**src/rtl/reg_write_demux_file_pkg.sv**
```systemverilog
// rtl/reg_write_demux_file_pkg.sv - shared widths and register indices for the register file
package reg_write_demux_file_pkg;

  localparam int DATA_W = 8;
  localparam int ADDR_W = 3;
  localparam int NREGS  = 8;

  localparam logic [ADDR_W-1:0] R0 = 3'd0;
  localparam logic [ADDR_W-1:0] R1 = 3'd1;
  localparam logic [ADDR_W-1:0] R2 = 3'd2;
  localparam logic [ADDR_W-1:0] R3 = 3'd3;
  localparam logic [ADDR_W-1:0] R4 = 3'd4;
  localparam logic [ADDR_W-1:0] R5 = 3'd5;
  localparam logic [ADDR_W-1:0] R6 = 3'd6;
  localparam logic [ADDR_W-1:0] R7 = 3'd7;

endpackage

```
**src/rtl/reg_write_demux_file_decoder.sv**
```systemverilog
// rtl/reg_write_demux_file_decoder.sv - gate-level 3-to-8 one-hot write decoder
module write_decoder_3to8
  import reg_write_demux_file_pkg::*;
(
  input  logic [ADDR_W-1:0] ADDR,
  input  logic              EN,
  output logic [NREGS-1:0]  Y
);

  // Enable folds into every minterm so a disabled write selects nothing
  assign Y[0] = EN & ~ADDR[2] & ~ADDR[1] & ~ADDR[0];
  assign Y[1] = EN & ~ADDR[2] & ~ADDR[1] &  ADDR[0];
  assign Y[2] = EN & ~ADDR[2] &  ADDR[1] & ~ADDR[0];
  assign Y[3] = EN & ~ADDR[2] &  ADDR[1] &  ADDR[0];
  assign Y[4] = EN &  ADDR[2] & ~ADDR[1] & ~ADDR[0];
  assign Y[5] = EN &  ADDR[2] & ~ADDR[1] &  ADDR[0];
  assign Y[6] = EN &  ADDR[2] &  ADDR[1] & ~ADDR[0];
  assign Y[7] = EN &  ADDR[2] &  ADDR[1] &  ADDR[0];

endmodule

```
**src/rtl/reg_write_demux_file.sv**
```systemverilog
// rtl/reg_write_demux_file.sv - 8x8 register file with one-hot write demux and two read ports
module reg_write_demux_file #(
  parameter int DATA_W = reg_write_demux_file_pkg::DATA_W,
  parameter int ADDR_W = reg_write_demux_file_pkg::ADDR_W,
  parameter int NREGS  = reg_write_demux_file_pkg::NREGS
) (
  input  logic              CLK,
  input  logic              RESET,
  input  logic [DATA_W-1:0] IN,
  input  logic [ADDR_W-1:0] INADDRESS,
  input  logic              WRITE,
  input  logic [ADDR_W-1:0] OUT1ADDRESS,
  input  logic [ADDR_W-1:0] OUT2ADDRESS,
  output logic [DATA_W-1:0] OUT1,
  output logic [DATA_W-1:0] OUT2,
  output logic              WRITE_DONE,
  output logic [ADDR_W-1:0] LAST_WADDR
);

  logic [NREGS-1:0]  wsel;
  logic [DATA_W-1:0] regs [NREGS];

  write_decoder_3to8 u_wdec (
    .ADDR (INADDRESS),
    .EN   (WRITE),
    .Y    (wsel)
  );

  always_ff @(posedge CLK or posedge RESET) begin
    if (RESET) begin
      for (int i = 0; i < NREGS; i++) regs[i] <= '0;
    end else begin
      for (int i = 0; i < NREGS; i++) begin
        if (wsel[i]) regs[i] <= IN;
      end
    end
  end

  always_ff @(posedge CLK or posedge RESET) begin
    if (RESET) begin
      WRITE_DONE <= 1'b0;
      LAST_WADDR <= '0;
    end else begin
      WRITE_DONE <= WRITE;
      if (WRITE) LAST_WADDR <= INADDRESS;
    end
  end

  // No bypass: a same-cycle read of the write target sees the old value
  assign OUT1 = regs[OUT1ADDRESS];
  assign OUT2 = regs[OUT2ADDRESS];

endmodule

```
**config.mk**
```make
export PLATFORM = sky130hd
export DESIGN_NAME = reg_write_demux_file
export DESIGN_NICKNAME = d
export VERILOG_FILES = /design/src/rtl/reg_write_demux_file_pkg.sv /design/src/rtl/reg_write_demux_file_decoder.sv /design/src/rtl/reg_write_demux_file.sv
export SDC_FILE = /design/constraint.sdc
export NUM_CORES = 1
export LEC_CHECK = 0
export ABC_CLOCK_PERIOD_IN_PS = 2050
export BUFFER_PORTS_ARGS = -buffer_cell sky130_fd_sc_hd__buf_2
export CORE_MARGIN = 3
export CORE_UTILIZATION = 45
export CTS_BUF_LIST = sky130_fd_sc_hd__clkbuf_4
export DETAILED_ROUTE_END_ITERATION = 10
export PLACE_DENSITY = 0.68
export SLEW_MARGIN = 20
export SYNTH_ARGS = -nofsm -noshare
export SYNTH_HDL_FRONTEND = slang
export SYNTH_SLANG_ARGS = --single-unit
```
**constraint.sdc**
```tcl
create_clock -name CLK -period 2.05 [get_ports CLK]
set_input_delay 0.3075 -clock CLK [delete_from_list [all_inputs] [get_ports CLK]]
set_output_delay 0.3075 -clock CLK [all_outputs]
set_load 0.005 [all_outputs]
```
# After elaboration in Yosys (flattened, before gate mapping)
# Cells that the tools add are included.
# Widths: inputs -> output; s select.
[op_classes]
magnitude_cmp = 2
mux = 6
bitwise_logic = 19
[op_table]
columns = ["op", "count"]
rows = [
  ["$bmux 8 s3", 2],
  ["$mux 8", 4],
  ["$and 1x1->1", 14],
  ["$ge 4x4->1 const B", 2],
  ["$not 3->4", 2],
  ["$not 1->1", 3],
]
[word_totals]
ff_bits = 68
inputBits = 20
output_inout_bits = 20
word_cells = 37

# Longest topological paths before layout
# Gate-level depths: netlist (run 1).
[logic_depth]
ltp_word = 4
depth_mapped = 4

# Modules after synthesis
# From an unflattened synthesis (run 1), not the netlist that was laid out.
[unflattened]
hier_cells = 210
area_unflattened_um2 = 3711.1
[by_module_without_submodules]
columns = ["module", "instances", "cells_each", "area_each_um2"]
rows = [
  ["reg_write_demux_file", 1, 202, 3616.0],
  ["write_decoder_3to8", 1, 8, 95.1],
]

# Worst setup path before layout (run 1)
# OpenSTA, ideal clock, no wires.
[synth_timing]
path_kind = "in2out"
start = "in OUT2ADDRESS[2]"
end = "out OUT2[7]"
arrival_time_ns = 1.359
required_ns = 1.742
slack_ns = 0.383
cell_stages = 4
path_buffers = 2
cell_sequence = "buf_2 -> clkbuf_1 -> mux4_2 -> mux2_2"
[synth_between]
elab_chain_cells = 4
[synth_lines]
columns = ["element", "line_no", "source"]
rows = [
  ["start: declaration", "reg_write_demux_file.sv:13", "input logic [ADDR_W-1:0] OUT2ADDRESS,"],
  ["$not 3->4 (not written as such)", "reg_write_demux_file.sv:51", "assign OUT2 = regs[OUT2ADDRESS];"],
  ["$bmux 8 s3", "reg_write_demux_file.sv:51", ""],
  ["$mux 8 (not written as such) (2 in a row)", "reg_write_demux_file.sv:51", ""],
  ["end: declaration", "reg_write_demux_file.sv:15", "output logic [DATA_W-1:0] OUT2,"],
]
# Every way passes these cells. The select of a mux whose other input is x is not followed.

# Worst setup path after layout (run 1)
[layout_timing]
start = "reg regs[29] in the netlist's numbering"
end = "out OUT1[5]"
[layout_between]
elab_chain_cells = 3
[layout_lines]
columns = ["element", "line_no", "source"]
rows = [
  ["start: declaration", "reg_write_demux_file.sv:21", "logic [DATA_W-1:0] regs [NREGS];"],
  ["start signal: indexed assignment", "reg_write_demux_file.sv:34", "if (wsel[i]) regs[i] <= IN;"],
  ["$bmux 8 s3", "reg_write_demux_file.sv:50", "assign OUT1 = regs[OUT1ADDRESS];"],
  ["$mux 8 (not written as such) (2 in a row)", "reg_write_demux_file.sv:50", ""],
  ["end: declaration", "reg_write_demux_file.sv:14", "output logic [DATA_W-1:0] OUT1,"],
]
# Every way passes these cells. The select of a mux whose other input is x is not followed.

==> metrics, run 1 <==
Final min period 2.02 ns; starting density of the core 0.469; die height 96.5 um; antenna viol nets, final 0; WL/cell 21.4 um; Tot GR Track Use 0.181; diode count 0; Post-synth ARST share 1.00; GRT overflow 0; CTS H-tree depth 3; wire length of the first global-routing pass 12,100 um; Ys Warns 0; top post-synthesis cells by area dfrtp_1, mux2_2, mux4_1; # rows 32; Slew Limit Fails 0; final hold viol count 0; clock latency at the later pin of the worst-skew pair 0.40 ns; Final setup viols 0; GPL Wtd Cong 0.739; TritonCTS clock tree built; FF+latch count, synth 68; IO Pins 40; RSZ-0062 raised after global routing yes; Detailed Route Iter0 Violations 106; CP Buf/Inv Count 1; Yosys cell types 14; critical path's slowest cell mux4_2; syn avg cell area 17.6 um^2; Worst setup SP type register; max incr delay on CP 0.49 ns; core outline area 7850 um^2; Rel. slew slack 0.714; Post-synth top cells mux2_2, dfrtp_1, mux4_1; leakage 1.74 nW; critical path type register to output port; clock-pin slew on the worst setup and hold paths 0.11 ns; Cell Count, Final, Fillers Out 368; Vias/cell 5.83; IR drop worst, VDD 0.484 mV; CTS max path bufs 2; drt first pass iters 4; die area 9300 um^2; Area growth, synth to finish 11.6%; status finished clean; Post-Syn Nets 229; worst hold margin 0.132 ns; largest area contributor in the netlist dfrtp_1; initial antenna violation count 0; fin util 0.524; Crit. End Element output port; pin count of the biggest net entering global routing 69; Num Clock Sinks 68; Post-synth EDFFs 0; Layout Nets 281; vias in the first global route 2,157; Setup TNS 0 ns; Routed WL 7890 um; Die Wd 96.5 um; Worst Max-Slew Pin Slew 0.427 ns; Max Freq 0.495 GHz; post-synthesis sequential area ratio 0.462; dpl cells 349; critical path fanouts, max 3; kind of cell adding the most delay to the critical path multiplexers; Synth Instances 209; Cell Chain, Critical Path mux4_2 -> mux2_4 -> buf_6; Final Cycle Share 0.984; required time worst endpoint 1.74 ns; Cell Pwr Density 859 nW/um^2; area share of the largest cell type after synthesis 0.462; port bufs 39; detailed-route via count 2,147; fraction of layout instances using a drive strength above 1 0.707; Clock Skews 0 ns; maxcap violations 0; crit path DAT 1.71 ns; Post-synth top flop dfrtp_1; total power draw 3.53 mW; synthesized area 3680 um^2; worst hold path class input port to register; DR DRC count 0; CTS Buf Count 9; Clock Tree Root clkbuf_4; post-DP HPWL 5140 um; cell with the most instances after synthesis mux2_2
## per-layer routing
layer | wire, um | vias to the layer above | GRT usage
met2 | 3940 | 63 | 0.293
li1 | - | 925 | -
met3 | 514 | 5 | 0.0240
met4 | 48 | 0 | 0.0596
met5 | 0 | - | 0
met1 | 3390 | 1154 | 0.253
## final timing paths
kind / from / end / slack, ns / cells past startpoint
worst max register to register: regs[55]$_DFFE_PP0P_ / regs[55]$_DFFE_PP0P_ / 1.16 / 2
worst max-delay path: regs[29]$_DFFE_PP0P_ / OUT1[5] / 0.03 / 3
min in group asynchronous: RESET / WRITE_DONE$_DFF_PP0_ / 0.51 / 4
worst min-delay path: WRITE / WRITE_DONE$_DFF_PP0_ / 0.13 / 1
worst min register to register: LAST_WADDR[2]$_DFFE_PP0P_ / LAST_WADDR[2]$_DFFE_PP0P_ / 0.51 / 1
max in group asynchronous: RESET / regs[28]$_DFFE_PP0P_ / 1.25 / 4
## worst register-to-register path, cell delays in order, from the launching register on
cell and delay (ns):
dfrtp_1 0.41, buf_4 0.14, mux2_2 0.25
## metrics by stage
stage / setup WS (ns) / area, um^2
final: 0.0318 / 4110
after floorplan: 0.0310 / 3680
after global routing: -0.0266 / 4110
after CTS: 0.000865 / 4170
after detailed placement: 0.151 / 4060
after global placement: 0.178 / 4060
## cell usage in the layout, fill, tap and decap left out
master,n
mux2_2,80
dfrtp_1,68
buf_2,36
mux4_2,30
buf_4,15
clkbuf_4,9
nand4b_1,3
nor4bb_2,3
mux2_4,3
clkinv_1,3
clkinv_2,3
buf_6,3
buf_12,3
mux4_1,2
nor4b_4,1
nand4_1,1
inv_2,1
clkinvlp_4,1
dlygate4sd3_1,1
## area by class of cell
class                           count  area (um^2)
Clock buffer                        9         67.6
Clock inverter                      7         33.8
Fill cell                         704         3740
Inverter                            1         3.75
Multi-Input combinational cell    123         1780
Sequential cell                    68         1700
Tap cell                          102          128
Timing Repair Buffer               58          397
## power breakdown
part	internal (mW)	switching, mW
registers	1.63	0.211
clock network	0.231	0.466
logic	0.677	0.318
total	2.53	0.995
## flip-flops by register name, indices dropped and copies added, names as in the netlist
register    flops
regs           64
LAST_WADDR      3
WRITE_DONE      1
## kinds of logic after synthesis
family | after synthesis | synth area share
simple gates | 8 | 0.0234
flops | 68 | 0.462
mux | 115 | 0.480
buf+inv | 18 | 0.0343
## timing repair
| item | 4_1_cts | 5_1_grt |
|---|---|---|
| hold buffers | 1 | 0 |
| gates resized for setup | 2 | 32 |
| hold endpoints to repair | 68 | 0 |
| gates cloned | 0 | 0 |
| endpoints found under the setup margin | 3 | 16 |
| buffers inserted | 1 | 1 |
Power figures use the tool's default switching activity.
==> run 2, diff against run 1 <==
--- a/config.mk
+++ b/config.mk
@@ -13,2 +13,3 @@
 export DETAILED_ROUTE_END_ITERATION = 10
+export GPL_TIMING_DRIVEN = 0
 export PLACE_DENSITY = 0.68
==> constraint.sdc (replaced) <==
create_clock -name CLK -period 2.05 [get_ports CLK]
set_input_delay 0.1025 -clock CLK [delete_from_list [all_inputs] [get_ports CLK]]
set_output_delay 0.1025 -clock CLK [all_outputs]
set_load 0.005 [all_outputs]
==> metrics, run 2 (synthesis gave the netlist of run 1 again) <==
Num Clock Sinks 68 (unchanged); Detailed Route Iter0 Violations 92 (was 106); vias in the first global route 2,169 (was 2,157); Clock Tree Root clkbuf_4 (unchanged); GRT overflow 0 (unchanged); most common cell after layout, fill and taps aside mux2_2 (unchanged); most frequent cells in the layout mux2_2, dfrtp_1, buf_2 (unchanged); Layout Nets 273 (was 281); wire length of the first global-routing pass 12,400 um (was 12,100 um); DR DRC count 0 (unchanged); Vias/cell 6.06 (was 5.83); detailed-route via count 2,182 (was 2,147); pin count of the biggest net entering global routing 59 (was 69); worst hold path class input port to register (unchanged); critical path type register to output port (unchanged); starting density of the core 0.469 (unchanged); clock latency at the later pin of the worst-skew pair 0.41 ns (was 0.40 ns); Post-CTS Resized 0 (was 2); Hold Path Sink regs[7]$_DFFE_PP0P_ (was WRITE_DONE$_DFF_PP0_); Max Freq 0.540 GHz (was 0.495 GHz); antenna viol nets, final 0 (unchanged); Final setup viols 0 (unchanged); drt first pass iters 4 (unchanged); die area 9300 um^2 (unchanged); Final Cell Area 4190 um^2 (was 4110 um^2); IO Pins 40 (unchanged); GPL Wtd Cong 0.734 (was 0.739); hold path cells 2 (was 1); diode count 0 (unchanged); worst setup path start regs[54]$_DFFE_PP0P_ (was regs[29]$_DFFE_PP0P_); post-DP HPWL 5130 um (was 5140 um); FF-to-FF Start regs[54]$_DFFE_PP0P_ (was regs[55]$_DFFE_PP0P_); max FFs per register 64 (unchanged); final hold viol count 0 (unchanged); crit path DAT 1.75 ns (was 1.71 ns); CTS max path bufs 2 (unchanged); dpl cells 342 (was 349); die height 96.5 um (unchanged); CTS Buf Count 9 (unchanged); Area growth, synth to finish 13.7% (was 11.6%); leakage 1.84 nW (was 1.74 nW); Final Cycle Share 0.904 (was 0.984); Routed WL 8100 um (was 7890 um); WL/cell 22.5 um (was 21.4 um); Tot GR Track Use 0.190 (was 0.181); worst hold margin 0.0241 ns (was 0.132 ns); Rel. slew slack 0.468 (was 0.714); total power draw 3.84 mW (was 3.53 mW); dpl ws 0.214 ns (was 0.151 ns); CTS Hold Bufs 2 (was 1); placed cell area 3990 um^2 (was 4060 um^2); Worst setup SP type register (unchanged); R2R depth 1 (was 2); CTS H-tree depth 3 (unchanged); Slew Limit Fails 0 (unchanged); Worst Max-Slew Pin Slew 0.795 ns (was 0.427 ns); Crit. End Element output port (unchanged); fraction of layout instances using a drive strength above 1 0.562 (was 0.707); Final min period 1.85 ns (was 2.02 ns); min-delay src IN[7] (was WRITE); Biggest register regs (unchanged); Reg-to-Reg End regs[54]$_DFFE_PP0P_ (was regs[55]$_DFFE_PP0P_); # rows 32 (unchanged); initial antenna violation count 0 (unchanged); clock-pin slew on the worst setup and hold paths 0.12 ns (was 0.11 ns); RSZ-0062 raised after global routing no (was yes); Cell Pwr Density 916 nW/um^2 (was 859 nW/um^2); required time worst endpoint 1.95 ns (was 1.74 ns); TritonCTS clock tree built (unchanged); Die Wd 96.5 um (unchanged); Regs by FF count regs x64, LAST_WADDR x3, WRITE_DONE x1 (unchanged); Clock Skews 0 ns (unchanged); critical path fanouts, max 3 (unchanged); IR drop worst, VDD 0.332 mV (was 0.484 mV); Setup WS post-layout 0.197 ns (was 0.0318 ns); port bufs 30 (was 39); post-CTS setup repair buffer count 0 (was 1); register-to-register setup slack 1.25 ns (was 1.16 ns); status finished clean (unchanged); Cell Count, Final, Fillers Out 360 (was 368); maxcap violations 0 (unchanged); core outline area 7850 um^2 (unchanged)
-- run 2: cell types whose count changed in the layout (fill, tap and decap cells not counted), moves of 2 or more --
| cell | delta |
|---|---|
| buf_1 | +2 |
| buf_2 | +3 |
| buf_4 | -15 |
| bufinv_16 | +3 |
| clkbuf_1 | +2 |
| clkinv_2 | -2 |
| mux2_2 | +3 |
| mux2_4 | -3 |
| mux4_1 | +28 |
| mux4_2 | -28 |
| nor4bb_1 | +3 |
| nor4bb_2 | -3 |
-- run 2: stage by stage --
step	TNS, ns	util
finish	0	0.534
floorplan	0	-
global placement	-41.99	0.505
global route	0	0.534
CTS	0	0.534
detailed placement	0	0.508
-- run 2: final cells by class --
| cell class | count | area (um^2) |
|---|---|---|
| inverters | 1 | 6.26 |
| fillers | 667 | 3660 |
| clock inverters | 6 | 103 |
| repair buffers | 33 | 198 |
| clock buffers | 10 | 75.1 |
| flip-flops and latches | 68 | 1700 |
| multi-input cells | 123 | 1850 |
| plain buffers | 17 | 123 |
| well taps | 102 | 128 |
-- run 2: report_power, final --
part	internal, mW	switching [mW]	total [mW]
sequential	1.62	0.175	1.80
clock	0.622	0.483	1.11
combinational	0.621	0.309	0.930
total	2.87	0.967	3.84
-- run 2: worst max-delay path, stage by stage (launching register included) --
cell     delay (ns)
dfrtp_1        0.42
mux4_1         0.52
mux2_2         0.27
buf_2          0.12
-- run 2: per-layer routing --
layer / track usage / wire length (um) / share of wire
met4: 0.0771 / 148 / 0.018
met1: 0.277 / 3890 / 0.48
met2: 0.282 / 3700 / 0.46
met3: 0.0364 / 367 / 0.045
met5: 0 / 0 / 0
-- run 2: worst max path at each step --
stage / depth (start not counted) / end
final: 3 / OUT2[6]
after global routing: 3 / OUT2[5]
after CTS: 3 / OUT2[4]
after detailed placement: 5 / OUT2[4]
after global placement: 2 / regs[31]$_DFFE_PP0P_
after floorplan: 1 / LAST_WADDR[0]$_DFFE_PP0P_
